[config.mk]
export PLATFORM = sky130hd
export DESIGN_NAME = writeback_unit
export DESIGN_NICKNAME = d
export VERILOG_FILES = /design/src/rtl/writeback_unit_pkg.sv /design/src/rtl/wb_result_fifo.sv /design/src/rtl/writeback_unit.sv
export SDC_FILE = /design/constraint.sdc
export NUM_CORES = 1
export LEC_CHECK = 0
export ABC_AREA = 0
export BUFFER_PORTS_ARGS = -buffer_cell sky130_fd_sc_hd__buf_2
export CORE_AREA = 2 2 130 227
export CTS_CLUSTER_DIAMETER = 200
export DETAILED_ROUTE_END_ITERATION = 10
export DIE_AREA = 0 0 132 229
export PLACE_DENSITY = 0.59
export SLEW_MARGIN = 20
export SYNTH_ARGS = -nofsm -noshare
export SYNTH_HDL_FRONTEND = slang
export SYNTH_SLANG_ARGS = --single-unit
[constraint.sdc]
create_clock -name clk -period 9.99 [get_ports clk]
set_clock_uncertainty 0.2 [all_clocks]
set_input_delay 0.999 -clock clk [delete_from_list [all_inputs] [get_ports clk]]
set_output_delay 0.999 -clock clk [all_outputs]
set_load 0.02 [all_outputs]
[src/rtl/writeback_unit_pkg.sv]
// Shared types for the writeback unit: FSM state encoding, the result record
// carried from the ALU/memory pipes to the register-file write port, and the
// architectural register count.
package writeback_unit_pkg;

  localparam int NUM_REGS            = 32;
  localparam int WB_REGISTER_WIDTH   = 64;
  localparam int WB_REGISTERNO_WIDTH = 5;

  typedef enum logic [1:0] {
    RUN   = 2'd0,
    DRAIN = 2'd1,
    DUMP  = 2'd2,
    DONE  = 2'd3
  } wb_state_t;

  // One pending register write: destination register number and its data.
  typedef struct packed {
    logic [WB_REGISTERNO_WIDTH-1:0] rd;
    logic [WB_REGISTER_WIDTH-1:0]   value;
  } wb_result_t;

endpackage

[src/rtl/wb_result_fifo.sv]
// Small synchronous FIFO of wb_result_t used to buffer ALU results while the
// memory pipe owns the register-file write port. The head entry is visible on
// pop_data whenever empty is low. Push when full and pop when empty are ignored.
module wb_result_fifo
  import writeback_unit_pkg::*;
#(
  parameter int DEPTH = 2
) (
  input  logic       clk,
  input  logic       reset,
  input  logic       push,
  input  wb_result_t push_data,
  input  logic       pop,
  output wb_result_t pop_data,
  output logic       full,
  output logic       empty
);

  localparam int AW = (DEPTH > 1) ? $clog2(DEPTH) : 1;

  wb_result_t    mem [DEPTH];
  // One extra pointer bit distinguishes full from empty when the indices match.
  logic [AW:0]   wr_ptr;
  logic [AW:0]   rd_ptr;
  logic          do_push;
  logic          do_pop;

  assign empty    = (wr_ptr == rd_ptr);
  assign full     = (wr_ptr[AW] != rd_ptr[AW]) && (wr_ptr[AW-1:0] == rd_ptr[AW-1:0]);
  assign do_push  = push && !full;
  assign do_pop   = pop && !empty;
  assign pop_data = mem[rd_ptr[AW-1:0]];

  // Pointer update; reset empties the buffer and drops any stored results.
  always_ff @(posedge clk) begin
    if (reset) begin
      wr_ptr <= '0;
      rd_ptr <= '0;
    end else begin
      if (do_push) wr_ptr <= wr_ptr + 1'b1;
      if (do_pop)  rd_ptr <= rd_ptr + 1'b1;
    end
  end

  // Storage write; contents need no reset because the pointers gate visibility.
  always_ff @(posedge clk) begin
    if (do_push) mem[wr_ptr[AW-1:0]] <= push_data;
  end

endmodule

[src/rtl/writeback_unit.sv]
// Writeback unit: merges the ALU and memory result streams into a single
// register-file write per cycle, tracks which registers have writes in flight
// (busy_mask) so issue can stall on RAW hazards, and sequences end-of-program
// (drain all writes, pulse display_regs once, then report halted).
//
// Handshake: a transfer happens on the clock edge where valid && ready are both
// high; the producer holds valid, rd and value stable until then, and ready is
// computed only from internal state, never from valid.
module writeback_unit
  import writeback_unit_pkg::*;
#(
  parameter int REGISTER_WIDTH   = WB_REGISTER_WIDTH,
  parameter int REGISTERNO_WIDTH = WB_REGISTERNO_WIDTH,
  parameter int ALU_FIFO_DEPTH   = 2
) (
  input  logic                        clk,
  input  logic                        reset,
  input  logic                        alu_valid,
  output logic                        alu_ready,
  input  logic [REGISTERNO_WIDTH-1:0] alu_rd,
  input  logic [REGISTER_WIDTH-1:0]   alu_value,
  input  logic                        mem_valid,
  output logic                        mem_ready,
  input  logic [REGISTERNO_WIDTH-1:0] mem_rd,
  input  logic [REGISTER_WIDTH-1:0]   mem_value,
  input  logic                        issue_valid,
  input  logic [REGISTERNO_WIDTH-1:0] issue_rd,
  output logic [NUM_REGS-1:0]         busy_mask,
  input  logic                        halt_req,
  output logic                        wr_enable,
  output logic [REGISTERNO_WIDTH-1:0] rd_regno,
  output logic [REGISTER_WIDTH-1:0]   rd_value,
  output logic                        display_regs,
  output logic                        halted,
  output logic [1:0]                  dbg_state
);

  wb_state_t     state;
  wb_state_t     next_state;

  wb_result_t    alu_result;
  wb_result_t    mem_result;
  wb_result_t    fifo_head;
  wb_result_t    sel_result;
  logic          sel_valid;
  logic          fifo_full;
  logic          fifo_empty;
  logic          fifo_push;
  logic          fifo_pop;
  logic          mem_accept;
  logic          port_active;
  logic          drained;
  logic [NUM_REGS-1:0] busy_next;

  assign dbg_state = state;

  assign alu_result.rd    = alu_rd;
  assign alu_result.value = alu_value;
  assign mem_result.rd    = mem_rd;
  assign mem_result.value = mem_value;

  // The write port only moves results while running or draining.
  assign port_active = (state == RUN) || (state == DRAIN);
  assign mem_accept  = mem_valid && mem_ready;
  assign fifo_push   = alu_valid && alu_ready;
  // Memory results own the port; the buffered ALU head waits while one is offered.
  assign fifo_pop    = port_active && !fifo_empty && !mem_valid;

  assign drained = fifo_empty && !mem_valid && !wr_enable && (busy_mask == '0);

  wb_result_fifo #(
    .DEPTH(ALU_FIFO_DEPTH)
  ) u_alu_fifo (
    .clk      (clk),
    .reset    (reset),
    .push     (fifo_push),
    .push_data(alu_result),
    .pop      (fifo_pop),
    .pop_data (fifo_head),
    .full     (fifo_full),
    .empty    (fifo_empty)
  );

  // Pick this cycle's writer: memory first, otherwise the ALU buffer head.
  always_comb begin
    sel_valid  = 1'b0;
    sel_result = mem_result;
    if (mem_accept) begin
      sel_valid  = 1'b1;
      sel_result = mem_result;
    end else if (fifo_pop) begin
      sel_valid  = 1'b1;
      sel_result = fifo_head;
    end
  end

  // Registered write port; results targeting x0 are consumed without a write.
  always_ff @(posedge clk) begin
    if (reset) begin
      wr_enable <= 1'b0;
      rd_regno  <= '0;
      rd_value  <= '0;
    end else begin
      wr_enable <= sel_valid && (sel_result.rd != '0);
      if (sel_valid && (sel_result.rd != '0)) begin
        rd_regno <= sel_result.rd;
        rd_value <= sel_result.value;
      end
    end
  end

  // Busy scoreboard: the committing write clears its bit on the same edge the
  // register file captures it; a new issue to the same register wins.
  always_comb begin
    busy_next = busy_mask;
    if (wr_enable) busy_next[rd_regno] = 1'b0;
    if (issue_valid && (issue_rd != '0)) busy_next[issue_rd] = 1'b1;
    busy_next[0] = 1'b0;
  end

  // Scoreboard register.
  always_ff @(posedge clk) begin
    if (reset) busy_mask <= '0;
    else       busy_mask <= busy_next;
  end

  // FSM state register; leaving RUN is itself the latch for a halt pulse.
  always_ff @(posedge clk) begin
    if (reset) state <= RUN;
    else       state <= next_state;
  end

  // FSM next state and handshake/status outputs.
  always_comb begin
    next_state   = state;
    alu_ready    = 1'b0;
    mem_ready    = 1'b0;
    display_regs = 1'b0;
    halted       = 1'b0;
    case (state)
      RUN: begin
        alu_ready = !fifo_full;
        mem_ready = 1'b1;
        if (halt_req) next_state = DRAIN;
      end
      DRAIN: begin
        mem_ready = 1'b1;
        if (drained) next_state = DUMP;
      end
      DUMP: begin
        display_regs = 1'b1;
        next_state   = DONE;
      end
      DONE: begin
        halted = 1'b1;
      end
      default: next_state = RUN;
    endcase
  end

endmodule

# After elaboration in Yosys (flattened, before gate mapping)
# Memory sizes are Yosys's and may differ from the RTL's. A register that Yosys moved wholly into a read port is not among the register bits.
# Cells that the tools add are included.
# word_totals
ff_bits	108
mem_bits_rw	138
output_inout_bits	108
memories	1
# op_classes
add_sub_neg	2
magnitude_cmp	4
eq_ne	8
n_mux	21
n_bitwise	3
reduce_logical	26
# memory_table
memory	depth	width	rd	rd_clocked_by_memory_dff	wr	line	source
u_alu_fifo.mem	2	69	1	1	1	wb_result_fifo.sv:21	wb_result_t mem [DEPTH];
# op_table
operator	count
69-bit 2-to-1 mux	2
32-bit 2-to-1 mux	2
32-bit bitwise AND	1
32-bit logical NOT	1
32-bit NOT	1
32-bit OR	1
1-bit logical AND	14
5-bit by 6-bit < comparator with 1-bit output (second input constant)	2
1-bit 2-to-1 mux	12
1-bit demux with 5-bit select	2
5-bit by 1-bit >= comparator with 1-bit output (second input constant)	2
5-bit nonzero test	2
2-bit one-hot mux with 3 select lines	1
2-bit by 1-bit adder with 2-bit output (second input constant)	2
2-bit equality test (second input constant)	2
1-bit logical NOT	4
2-bit 2-to-1 mux	2
2-bit inequality test (second input constant)	2
3-bit AND reduction	1
3-bit nonzero test	1
2-bit by 1-bit equality test with 1-bit output (second input constant)	1
2-bit equality test	1
2-bit logical NOT	1
2-bit OR reduction	1
other kinds (3)	3

# Longest topological paths before layout
# Gate-level depths: netlist of the first run.
# logic_depth
depth_word	9
depth_mapped	9
mapped_depth_nobuf	7

# Cells and area by module
# Synthesis of the first run repeated with hierarchy kept, for this count alone.
# hier_totals
hier_cells	843
hier_area_um2	10161.0
# by_module_without_submodules
mod	instances	cells_each	area_each_um2	seq_area_each_um2
wb_result_fifo	1	248	5253.8	4244.1
writeback_unit	1	595	4907.2	2062.0

# Worst setup path after synthesis of the first run
# No wires, ideal clock.
# synth_timing
kind	reg2reg
start	register state[0] (netlist: dbg_state[0])
end	memory u_alu_fifo.mem[0][0] (netlist name) (enable)
setup_ps	497
t_arrival_ps	4421
required_ps	9293
path_slack_ps	4872
stages_incl_launch_ff	6
n_path_buf	0
synth_period_minus_slack_ps	5118
cell_sequence	dfxtp_1 -> inv_1 -> ha_1 -> a21boi_0 -> nand2_1 -> nor2_1
# synth_via
elab_chain_len	6
# synth_rtl
element	line	source
from (decl)	writeback_unit.sv:38	wb_state_t state;
from (signal assigned)	writeback_unit.sv:130	else state <= next_state;
2-bit logical NOT	writeback_unit.sv:140	case (state)
1-bit 2-to-1 mux	writeback_unit.sv:140	
via alu_ready	writeback_unit.sv:19	output logic alu_ready,
1-bit logical AND	writeback_unit.sv:65	assign fifo_push = alu_valid && alu_ready;
1-bit logical AND	wb_result_fifo.sv:30	assign do_push = push && !full;
1-bit 2-to-1 mux	wb_result_fifo.sv:47	if (do_push) mem[wr_ptr[AW-1:0]] <= push_data;
1-bit 2-to-1 mux (implied by the code)	wb_result_fifo.sv:47	
to (decl)	wb_result_fifo.sv:21	
# The timed path passes the listed nets, and every way through them passes these cells.

==> results.md, run 1 <==
* Pre-Repair DR Iteration Count at 4
* Critical path buffers and inverters at 2
* CP Class: flop to flop
* Die Area at 0.0302 sq mm
* Outcome: complete, no violations
* Post-synthesis sequential area ratio at 64.2%
* Worst-path clk slew at 70 ps
* Die Ht at 229 um
* Buffers on Ports at 255
* Worst path required time at 10,160 ps
* Drt initial violations at 405
* CP Capture Type: flop
* Hold-fix buffer count after cts at 0
* DIE WIDTH at 132 um
* Post-DRT Antenna Nets at 0
* # Post-CTS Setup Buffers at 0
* Worst hold slack at 280 ps
* CTS tree: done
* Grt ovf at 0
* H-tree levels at 1
* Total global-route track usage at 16.2%
* Hold_sp: rd_value[53]$_SDFFE_PP0P_
* CTS root buffer: clkbuf_16
* IO Count at 257
* Pre-CTS setup slack at 6680 ps
* Syn-to-layout area delta at 25.8%
* CP Data Arrival Time at 3420 ps
* Worst Slack Setup Final at 6740 ps
* Synth cell count leaders: o21ai_0, edfxtp_1, dfxtp_1
* Critical R2R Capture: rd_value[10]$_SDFFE_PP0P_
* LEAKAGE at 0.00465 uW
* Crit-path most repeated cell: buf_4
* GPL Wtd Cong at 0.863
* Nets at 1,211
* Class of the worst hold path: flop to flop
* Core area at 0.0284 sq mm
* EDFF count, synth at 138
* Vias in the first global route at 7,291
* Slowest cell on crit path: dfxtp_4
* Measured slew at the worst slew-check pin at 1040 ps
* Initial core utilization at 34.6%
* Max-slew violation count at 0
* # setup viols final at 0
* # fillers at 2,734
* Crit path launch type: flop
* Clock Sinks at 246
* Routed WL per cell at 17.4 um
* Yosys reg bits at 246
* Syn_area_per_cell at 11.8 sq um
* Max Fclk at 308 MHz
* Worst min-delay path endpoint: rd_value[53]$_SDFFE_PP0P_
* Mapped Nets at 985
* Top cells by area, synth: edfxtp_1, dfxtp_1, o21ai_0, mux2i_1, nand3b_1
* Area share of the largest cell type after synthesis at 42.2%
* Hold Violations, Final at 0
* FF-to-FF setup slack at 6740 ps
* Setup_tns at 0 ps
* First-pass GRT wire length at 38,800 um
* Crit share post-route at 32.5%
* HPWL after DPL at 17,100 um
* Vias per inst at 4.95
* Mapped Area at 0.00982 sq mm
* Std cell rows at 82
* Crit path time final at 3250 ps
* Tot Pwr at 3670 uW
* Most numerous cell in the Yosys netlist: o21ai_0
* RSZ-0062 raised after global routing: false
* Area leader, netlist: edfxtp_1
* Async SR Flop Fraction at 0%
* Utilization after layout at 43.5%
* CTS Buf Count at 24
* Worst ir drop on vdd at 0.179 mV
* Initial antenna violation count at 15
* Share of cells above drive strength 1 at 29.0%
* Via count at 7,246
* Min-Delay Path Depth at 2
* Clock tree buffer depth at 3
* Top delay family on crit path: buffers and inverters
* Pwr dens at 297 mW/mm^2
* Worst-path maximum fanout at 76
* Synthesized instance count at 831
* Largest net degree at the start of global routing at 105
* Normalized max-slew margin at 31.0%
* Clk_lat worst skew at 530 ps
* Post-cts sizing count at 0
* Critical path depth at 6
* Crit path cell chain: buf_4 -> nor4b_1 -> o22ai_1 -> o211ai_4 -> buf_4 -> o21ai_0
* DRC violation count after routing at 0
* Distinct cell type count after synthesis at 41
* Max_cap viols at 0
* Crit path largest cell delay at 710 ps
* Final wirelength at 25,400 um
* Worst Reg-to-Reg Cells at 6
* Top_reg_cell synth: edfxtp_1
* YS warnings at 0
[routing by layer]
layer  part of all wire, %  vias up  track usage (%)
met4                   4.3        8             9.24
met5                  0.15        -                0
li1                      -     3549                -
met2                    55      212             31.0
met1                    35     3410             16.4
met3                   5.0       67             2.70
[stage by stage]
stage,std cells,cell area [sq um]
finish,1463,12400
floorplan,831,9820
global placement,1409,11400
global route,1463,12400
CTS,1453,12300
detailed placement,1409,11400
[cells in the final DEF, fill, tap and decap left out, types with 8 or more instances in the layout]
cell type,synthesis,final
a21oi_1,98,98
buf_2,17,254
buf_4,1,8
clkbuf_16,0,27
dfxtp_1,108,107
diode_2,0,10
edfxtp_1,138,138
mux2i_1,70,70
nand2_1,41,41
nand3b_1,72,72
nor2_1,14,13
nor4_1,8,8
o21ai_0,148,148
o21ai_1,15,15
[power by group]
group	total [uW]	internal (uW)	switching, uW
clock	1030	633	395
combinational	1120	368	753
sequential	1520	1360	158
total	3670	2360	1310
[worst max path at each step]
| stage | startpoint | end | slack [ps] |
|---|---|---|---|
| after floorplan | dbg_state[0]$_SDFFE_PP0P_ | u_alu_fifo.mem[0][0]$_DFFE_PP_ | 4870 |
| after global placement | flop | rd_value[32]$_SDFFE_PP0P_ | 6720 |
| after global routing | flop | rd_value[7]$_SDFFE_PP0P_ | 6420 |
| after CTS | flop | rd_regno[3]$_SDFFE_PP0P_ | 6650 |
| final | flop | rd_value[10]$_SDFFE_PP0P_ | 6740 |
| after detailed placement | flop | rd_regno[3]$_SDFFE_PP0P_ | 6680 |
[state kept, by name, summed over array words and instances (netlist names), named ones only]
register           cells
u_alu_fifo.mem       138
rd_value              64
busy_mask             31
rd_regno               5
dbg_state              2
u_alu_fifo.rd_ptr      2
u_alu_fifo.wr_ptr      2
wr_enable              1
[kinds of logic after synthesis]
logic type	synth area share, %
other	0.0382
buffers and inverters	2.82
muxes	7.13
DFF	64.2
xor gates and xnor gates	0.624
AOI/OAI and AO/OA	14.7
and+or+nand+nor	9.83
adders and majority gates	0.637
[area by class of cell]
cell class,count,area [sq um],share of cell area (%)
clock buffer,34,752,6.09
tap,378,473,3.83
clock inverter,10,170,1.38
multi-input combinational,518,3270,26.5
inverter,5,18.8,0.152
sequential,246,6310,51.1
timing repair buffer,262,1330,10.8
antenna,10,25.0,0.203
[worst register-to-register path, cell delays in order, from the launching register on]
cell	delay, ps
dfxtp_4	710
buf_4	670
nor4b_1	320
o22ai_1	170
o211ai_4	180
buf_4	570
o21ai_0	280
No activity file was read; power rests on OpenSTA's default activity.
==> run 2, diff against run 1 <==
==> constraint.sdc (replaced) <==
create_clock -name clk -period 3.15 [get_ports clk]
set_clock_uncertainty 0.2 [all_clocks]
set_input_delay 0.315 -clock clk [delete_from_list [all_inputs] [get_ports clk]]
set_output_delay 0.315 -clock clk [all_outputs]
set_load 0.02 [all_outputs]
==> run 2 against run 1 <==
- clock-buffer cell count decreased by 3
- worst setup slack got worse by 6000 ps
- final area grew 12%
==> results.md, run 2 (synthesis gave the netlist of run 1 again) <==
* Measured slew at the worst slew-check pin at 751 ps (-284 ps)
* CTS Buf Count at 25 (+4.2%)
* Hold Violations, Final at 0 (unchanged)
* Crit share post-route at 75.2%
* Clock Power Share at 25.4% (-2.6 points)
* Die Ht at 229 um (unchanged)
* Buffers on Ports at 255 (unchanged)
* Switching part of the total at 36.5% (+0.87 points)
* Max_cap viols at 0 (unchanged)
* Core area at 0.0284 sq mm (unchanged)
* Reg power frac at 40.6% (-0.8 points)
* Crit path cell chain: inv_1 -> ha_1 -> nor2_1 -> inv_1 -> buf_2
* Vias in the first global route at 8,039 (+10%)
* Crit-path most repeated cell: inv_1
* CP Class: flop to output port
* RSZ-0062 raised after global routing: false
* Setup_tns at 0 ps (unchanged)
* CTS root buffer: clkbuf_16
* Share of cells above drive strength 1 at 25.5% (-3.6 points)
* Pint at 7380 uW (+210%)
* Grt ovf at 0 (unchanged)
* Slowest cell on crit path: dfxtp_1
* Nets at 1,361 (+12%)
* Worst path required time at 2630 ps (-7530 ps)
* Crit path time final at 2370 ps
* Outcome: complete, no violations
* CP Data Arrival Time at 1850 ps (-1570 ps)
* First-pass GRT wire length at 41,500 um (+6.9%)
* Via count at 7,889 (+8.9%)
* Worst-path clk slew at 60 ps (about the same)
* DIE WIDTH at 132 um (unchanged)
* # fillers at 2,579 (-5.7%)
* Max-slew violation count at 0 (unchanged)
* Post-cts sizing count at 0 (unchanged)
* Net switching power at 4230 uW (+220%)
* IO Count at 257 (unchanged)
* Total global-route track usage at 17.2% (+0.93 points)
* Clk_lat worst skew at 530 ps (about the same)
* Initial antenna violation count at 6 (-9)
* H-tree levels at 1 (unchanged)
* Std cell rows at 82 (unchanged)
* Crit path launch type: flop
* Utilization after layout at 48.5% (+5.0 points)
* Logic pwr share at 34.0% (+3.5 points)
* LEAKAGE at 0.00524 uW (+13%)
* Class of the worst hold path: input pin to flop
* GPL Wtd Cong at 0.875 (+1.4%)
* Pre-Repair DR Iteration Count at 4 (unchanged)
* Pwr dens at 843 mW/mm^2 (+180%)
* Largest register FFs at 138 (unchanged)
* CP Capture Type: output port
* DRC violation count after routing at 0 (unchanged)
* Crit path largest cell delay at 420 ps (-290 ps)
* Normalized max-slew margin at 49.7% (+19 points)
* Clock Sinks at 246 (unchanged)
* Commonest non-fill, non-tap cell in the layout: buf_2
* Worst hold slack at 31.6 ps (-248 ps)
* CTS tree: done
* Syn-to-layout area delta at 40.3%
* Routed WL per cell at 16.8 um (-3.4%)
* Post-DRT Antenna Nets at 0 (unchanged)
* Worst ir drop on vdd at 0.674 mV (+280%)
* # setup viols final at 0 (unchanged)
* Die Area at 0.0302 sq mm (unchanged)
* Final wirelength at 27,000 um (+6.3%)
* Initial core utilization at 34.6% (unchanged)
* Worst-path maximum fanout at 6 (-92%)
* Most frequent cells in the layout: buf_2, o21ai_0, dlygate4sd3_1, edfxtp_1, dfxtp_1
* Largest net degree at the start of global routing at 86 (-18%)
* Vias per inst at 4.90 (-1.0%)
* Drt initial violations at 381 (-5.9%)
* HPWL after DPL at 17,400 um (+1.7%)
* Clock tree buffer depth at 3 (unchanged)
* Max Fclk at 422 MHz
run 2: cell count changes in the layout (fill, tap and decap cells not counted), sizes merged, moves of 2 or more:
cell,change
buf,+6
bufinv,-2
clkbuf,-3
clkinv,+6
diode,-4
dlygate4sd3,+143
run 2: per-stage QoR:
| step | instance area, sq um | worst slack [ps] | instances | power (uW) |
|---|---|---|---|---|
| floorplan | 9830 | 103 | 831 | 7290 |
| global placement | 11500 | 897 | 1415 | 8560 |
| detailed placement | 11500 | 824 | 1415 | 8630 |
| CTS | 13800 | 751 | 1603 | 11800 |
| global route | 13800 | 544 | 1609 | 12300 |
| finish | 13800 | 782 | 1609 | 11600 |
run 2: repair_timing:
item | in CTS | in global routing
hold endpoints to repair | 222 | 0
hold buffers | 143 | 0
setup buffers | 0 | 0
run 2: power groups by stage:
stage	combinational [uW]	clock, uW	sequential (uW)
2_1_floorplan	2050	0	5240
3_3_place_gp	3810	0	4760
3_5_place_dp	3850	0	4780
4_1_cts	4010	3030	4720
5_1_grt	4290	3150	4820
6_report	3950	2950	4720
run 2: final cells by class:
cell class	instances	area [sq um]	area share, %
Antenna cell	6	15.0	0.109
Tap cell	378	473	3.43
Inverter	5	18.8	0.136
Sequential cell	246	6310	45.8
Timing Repair Buffer	411	2880	20.9
Clock inverter	14	139	1.01
Multi-Input combinational cell	518	3270	23.7
Clock buffer	31	669	4.86
run 2: per-layer routing:
| layer | track usage, % | wire, um | up-vias |
|---|---|---|---|
| li1 | - | - | 3854 |
| met1 | 18.2 | 9970 | 3700 |
| met2 | 32.2 | 14400 | 258 |
| met3 | 2.59 | 1320 | 77 |
| met4 | 9.34 | 1330 | 0 |
| met5 | 0 | 0 | - |
run 2: final timing paths:
| kind | from | end | slack, ps | cells after the start |
|---|---|---|---|---|
| setup / recovery | dbg_state[0]$_SDFFE_PP0P_ | mem_ready | 780 | 5 |
| hold reg to reg | rd_value[55]$_SDFFE_PP0P_ | rd_value[55]$_SDFFE_PP0P_ | 280 | 2 |
| setup reg to reg | dbg_state[0]$_SDFFE_PP0P_ | rd_value[35]$_SDFFE_PP0P_ | 820 | 8 |
| hold / removal | alu_valid | u_alu_fifo.wr_ptr[0]$_SDFFE_PP0N_ | 30 | 4 |
run 2: critical path: cells and delay by family, from the launching register on:
family / cells / cell delay [ps]
AND/OR/NAND/NOR: 1 / 310
flip-flops: 1 / 420
buffers and inverters: 3 / 340
adder cells (fa/ha/maj): 1 / 250
==> run 3, diff against run 2 <==
--- a/config.mk
+++ b/config.mk
@@ -5,12 +5,12 @@
 export SDC_FILE = /design/constraint.sdc
 export NUM_CORES = 1
 export LEC_CHECK = 0
-export ABC_AREA = 0
+export ABC_AREA = 1
 export BUFFER_PORTS_ARGS = -buffer_cell sky130_fd_sc_hd__buf_2
-export CORE_AREA = 2 2 130 227
+export CORE_AREA = 2 2 135 236
 export CTS_CLUSTER_DIAMETER = 200
 export DETAILED_ROUTE_END_ITERATION = 10
-export DIE_AREA = 0 0 132 229
+export DIE_AREA = 0 0 137 238
 export PLACE_DENSITY = 0.59
 export SLEW_MARGIN = 20
 export SYNTH_ARGS = -nofsm -noshare
==> constraint.sdc (replaced) <==
create_clock -name clk -period 2.2 [get_ports clk]
set_clock_uncertainty 0.2 [all_clocks]
set_input_delay 0.22 -clock clk [delete_from_list [all_inputs] [get_ports clk]]
set_output_delay 0.22 -clock clk [all_outputs]
set_load 0.02 [all_outputs]
==> run 3 against run 2 <==
- the flow now finishes with violations (negative hold slack)
- first-iteration DRC count rose by 4.5%
- non-clock buffer count rose by 43
- synthesized cell count rose by 40%
- worst setup slack got worse by 760 ps
- utilization rose by 1.6 points
- final area rose by 11%
- highest routed layer unchanged
==> results.md, run 3 <==
* Setup_tns at 0 ps (unchanged)
* Max_cap viols at 0 (unchanged)
* Worst-path maximum fanout at 9 (+3)
* Worst ir drop on vdd at 0.765 mV (+14%)
* CTS root buffer: clkbuf_16
* Pre-Repair DR Iteration Count at 5 (+1)
* Post-DRT Antenna Nets at 0 (unchanged)
* Pwr dens at 1180 mW/mm^2 (+40%)
* DIE WIDTH at 137 um (+3.8%)
* Class of the worst hold path: input pin to flop
* Initial antenna violation count at 5 (-1)
* Largest register FFs at 138 (unchanged)
* Grt ovf at 0 (unchanged)
* Mapped Nets at 1,321 (+34%)
* Outcome: finished with violations
* Die Ht at 238 um (+3.9%)
* Global-route track usage on met3 at 3.85% (+1.3 points)
* Mux cell area share after synthesis at 0% (-7.1 points)
* DRC violation count after routing at 0 (unchanged)
* Top cells by area, synth: edfxtp_1, dfxtp_1, nor2_1, nand2_1, o31ai_1
* GPL Wtd Cong at 0.945 (+8.0%)
* Switching part of the total at 37.7% (+1.2 points)
* Measured slew at the worst slew-check pin at 508 ps (-243 ps)
* Nets at 1,739 (+28%)
* Total global-route track usage at 19.9% (+2.7 points)
* First-pass GRT wire length at 49,900 um (+20%)
* Logic pwr share at 38.8% (+4.8 points)
* Pint at 11,300 uW (+53%)
* YS warnings at 0 (unchanged)
* Synth cell count leaders: nor2_1, nand2_1, edfxtp_1
* Top_reg_cell synth: edfxtp_1
* Net switching power at 6810 uW (+61%)
* Crit share post-route at 98.8%
* CP Capture Type: flop
* Distinct cell type count after synthesis at 31 (-24%)
* Synthesized instance count at 1,167 (+40%)
* Largest family of logic cells by synthesized area: simple AND/OR/NAND/NOR gates
* Commonest non-fill, non-tap cell in the layout: buf_2
* Final instance area at 0.0153 sq mm (+11%)
* Most frequent cells in the layout: buf_2, nor2_1, nand2_1, dlygate4sd3_1, edfxtp_1
* Die Area at 0.0326 sq mm (+7.9%)
* Synth Area in Compound Gates at 8.62% (-6.1 points)
* Drt initial violations at 398 (+4.5%)
* Max Fclk at 460 MHz
* Placed Area at 0.0125 sq mm (+8.7%)
* Mapped Area at 0.0106 sq mm (+8.0%)
* Crit path time final at 2170 ps
* Largest net degree at the start of global routing at 72 (-16%)
* Clock Power Share at 24.7% (-0.7 points)
* Most numerous cell in the Yosys netlist: nor2_1
* Normalized max-slew margin at 65.9% (+16 points)
* GR peak layer: met2
* CP Class: flop to flop
* Area leader, netlist: edfxtp_1
* HPWL after DPL at 21,900 um (+26%)
* Core area at 0.0306 sq mm (+7.8%)
* Syn-to-layout area delta at 44.5%
* Crit path launch type: flop
* CTS tree: done
* H-tree levels at 1 (unchanged)
* Vias in the first global route at 9,246 (+15%)
* Tot Pwr at 18,100 uW (+56%)
* Clock Sinks at 246 (unchanged)
* Simple-gate share of the synthesized area at 24.3% (+15 points)
* EDFF count, synth at 138 (unchanged)
* Final wirelength at 34,200 um (+27%)
* IO Count at 257 (unchanged)
* LEAKAGE at 0.00680 uW (+30%)
* Post-synthesis sequential area ratio at 59.5% (-4.7 points)
* Met2 Track Usage GR at 37.4% (+5.2 points)
* Std cell rows at 85 (+3.7%)
* Initial core utilization at 34.6% (+0.068 points)
* CP Data Arrival Time at 2390 ps (+540 ps)
* # setup viols final at 0 (unchanged)
* RSZ-0062 raised after global routing: true
* Final std cells w/o fill at 2,000 (+24%)
* Worst-path clk slew at 60 ps (about the same)
* Buffers on Ports at 255 (unchanged)
* Area share of the largest cell type after synthesis at 39.1% (-3.1 points)
* Failing checks: negative hold slack
* Max-slew violation count at 0 (unchanged)
* Yosys reg bits at 246 (unchanged)
* Xor/xnor share of the synthesized area at 0% (-0.62 points)
* Async SR Flop Fraction at 0% (unchanged)
* Share of cells above drive strength 1 at 27.6% (+2.1 points)
* Worst hold slack at -4.41 ps (-36.0 ps)
* Syn_area_per_cell at 9.09 sq um (-23%)
* Worst path required time at 2420 ps (-210 ps)
* Via count at 9,456 (+20%)
* GR Util met1 at 19.8% (+1.6 points)
* Synth Area in Adders at 0.590% (-0.047 points)
* Placed Cells at 1,785 (+26%)
* Hold Violations, Final at 2 (+2)
* Clock tree buffer depth at 3 (unchanged)
* Vias per inst at 4.73 (-3.6%)
* Clk_lat worst skew at 550 ps (+20 ps)
* Reg power frac at 36.5% (-4.1 points)
* Routed WL per cell at 17.1 um (+2.0%)
* CTS Buf Count at 25 (unchanged)
[run 3: final cells by class]
class                   count  area (sq um)
flip-flops and latches    246          6320
well taps                 391           489
diodes                      5          12.5
fillers                  2854         15300
clock buffers              28           647
clock inverters            18           209
repair buffers            454          3490
multi-input cells         756          3750
inverters                 102           402
[run 3: metal layers]
layer	vias up	part of all wire, %
li1	4710	-
met1	4322	35
met2	321	53
met3	103	6.0
met4	0	5.8
met5	-	0
[run 3: final timing paths]
check | from | to | slack [ps] | cells past startpoint
min | issue_rd[4] | busy_mask[19]$_SDFF_PP0_ | -4 | 5
max reg2reg | dbg_state[1]$_SDFFE_PP0P_ | rd_value[46]$_SDFFE_PP0P_ | 30 | 13
min reg2reg | u_alu_fifo.rd_ptr[1]$_SDFFE_PP0P_ | u_alu_fifo.rd_ptr[1]$_SDFFE_PP0P_ | 250 | 1
max | dbg_state[1]$_SDFFE_PP0P_ | rd_value[46]$_SDFFE_PP0P_ | 30 | 13
[run 3: logic make-up after synthesis]
logic type | Yosys count
compound gates | 147
other cells | 1
flops | 246
simple gates | 603
buf+inv | 165
fa+ha+maj | 5
[run 3: stage by stage]
step | util, % | setup WS, ps
finish | 50.0 | 26.7
global route | 50.0 | -34.8
CTS | 48.9 | 9.05
detailed placement | 40.9 | -15.0
global placement | 40.9 | -2.04
floorplan | - | -421
[run 3: power by group through the flow]
stage | Sequential [uW] | Clock [uW] | Combinational [uW]
2_1_floorplan | 7310 | 0 | 3330
5_1_grt | 6690 | 4780 | 7670
3_5_place_dp | 6660 | 0 | 6070
6_report | 6600 | 4460 | 7010
4_1_cts | 6570 | 4580 | 6440
3_3_place_gp | 6630 | 0 | 6010
[run 3: what timing repair did]
action | in CTS | in global routing
pin swaps | 2 | 11
setup buffers | 0 | 4
gates resized for setup | 9 | 36
hold buffers | 153 | 0
cloned | 1 | 7
endpoints found under the setup margin | 40 | 70
hold endpoints to repair | 242 | 0
[run 3: critical path, cell delays in order, from the launching register on]
cell and delay, ps:
dfxtp_4 350, inv_4 70, ha_4 150, nor2_4 40, nor2_4 150, buf_6 160, nand3_2 80, nand2_2 90
nand3_4 100, o21bai_4 200, inv_8 110, clkbuf_16 190, nor2_1 80, nor2_1 50
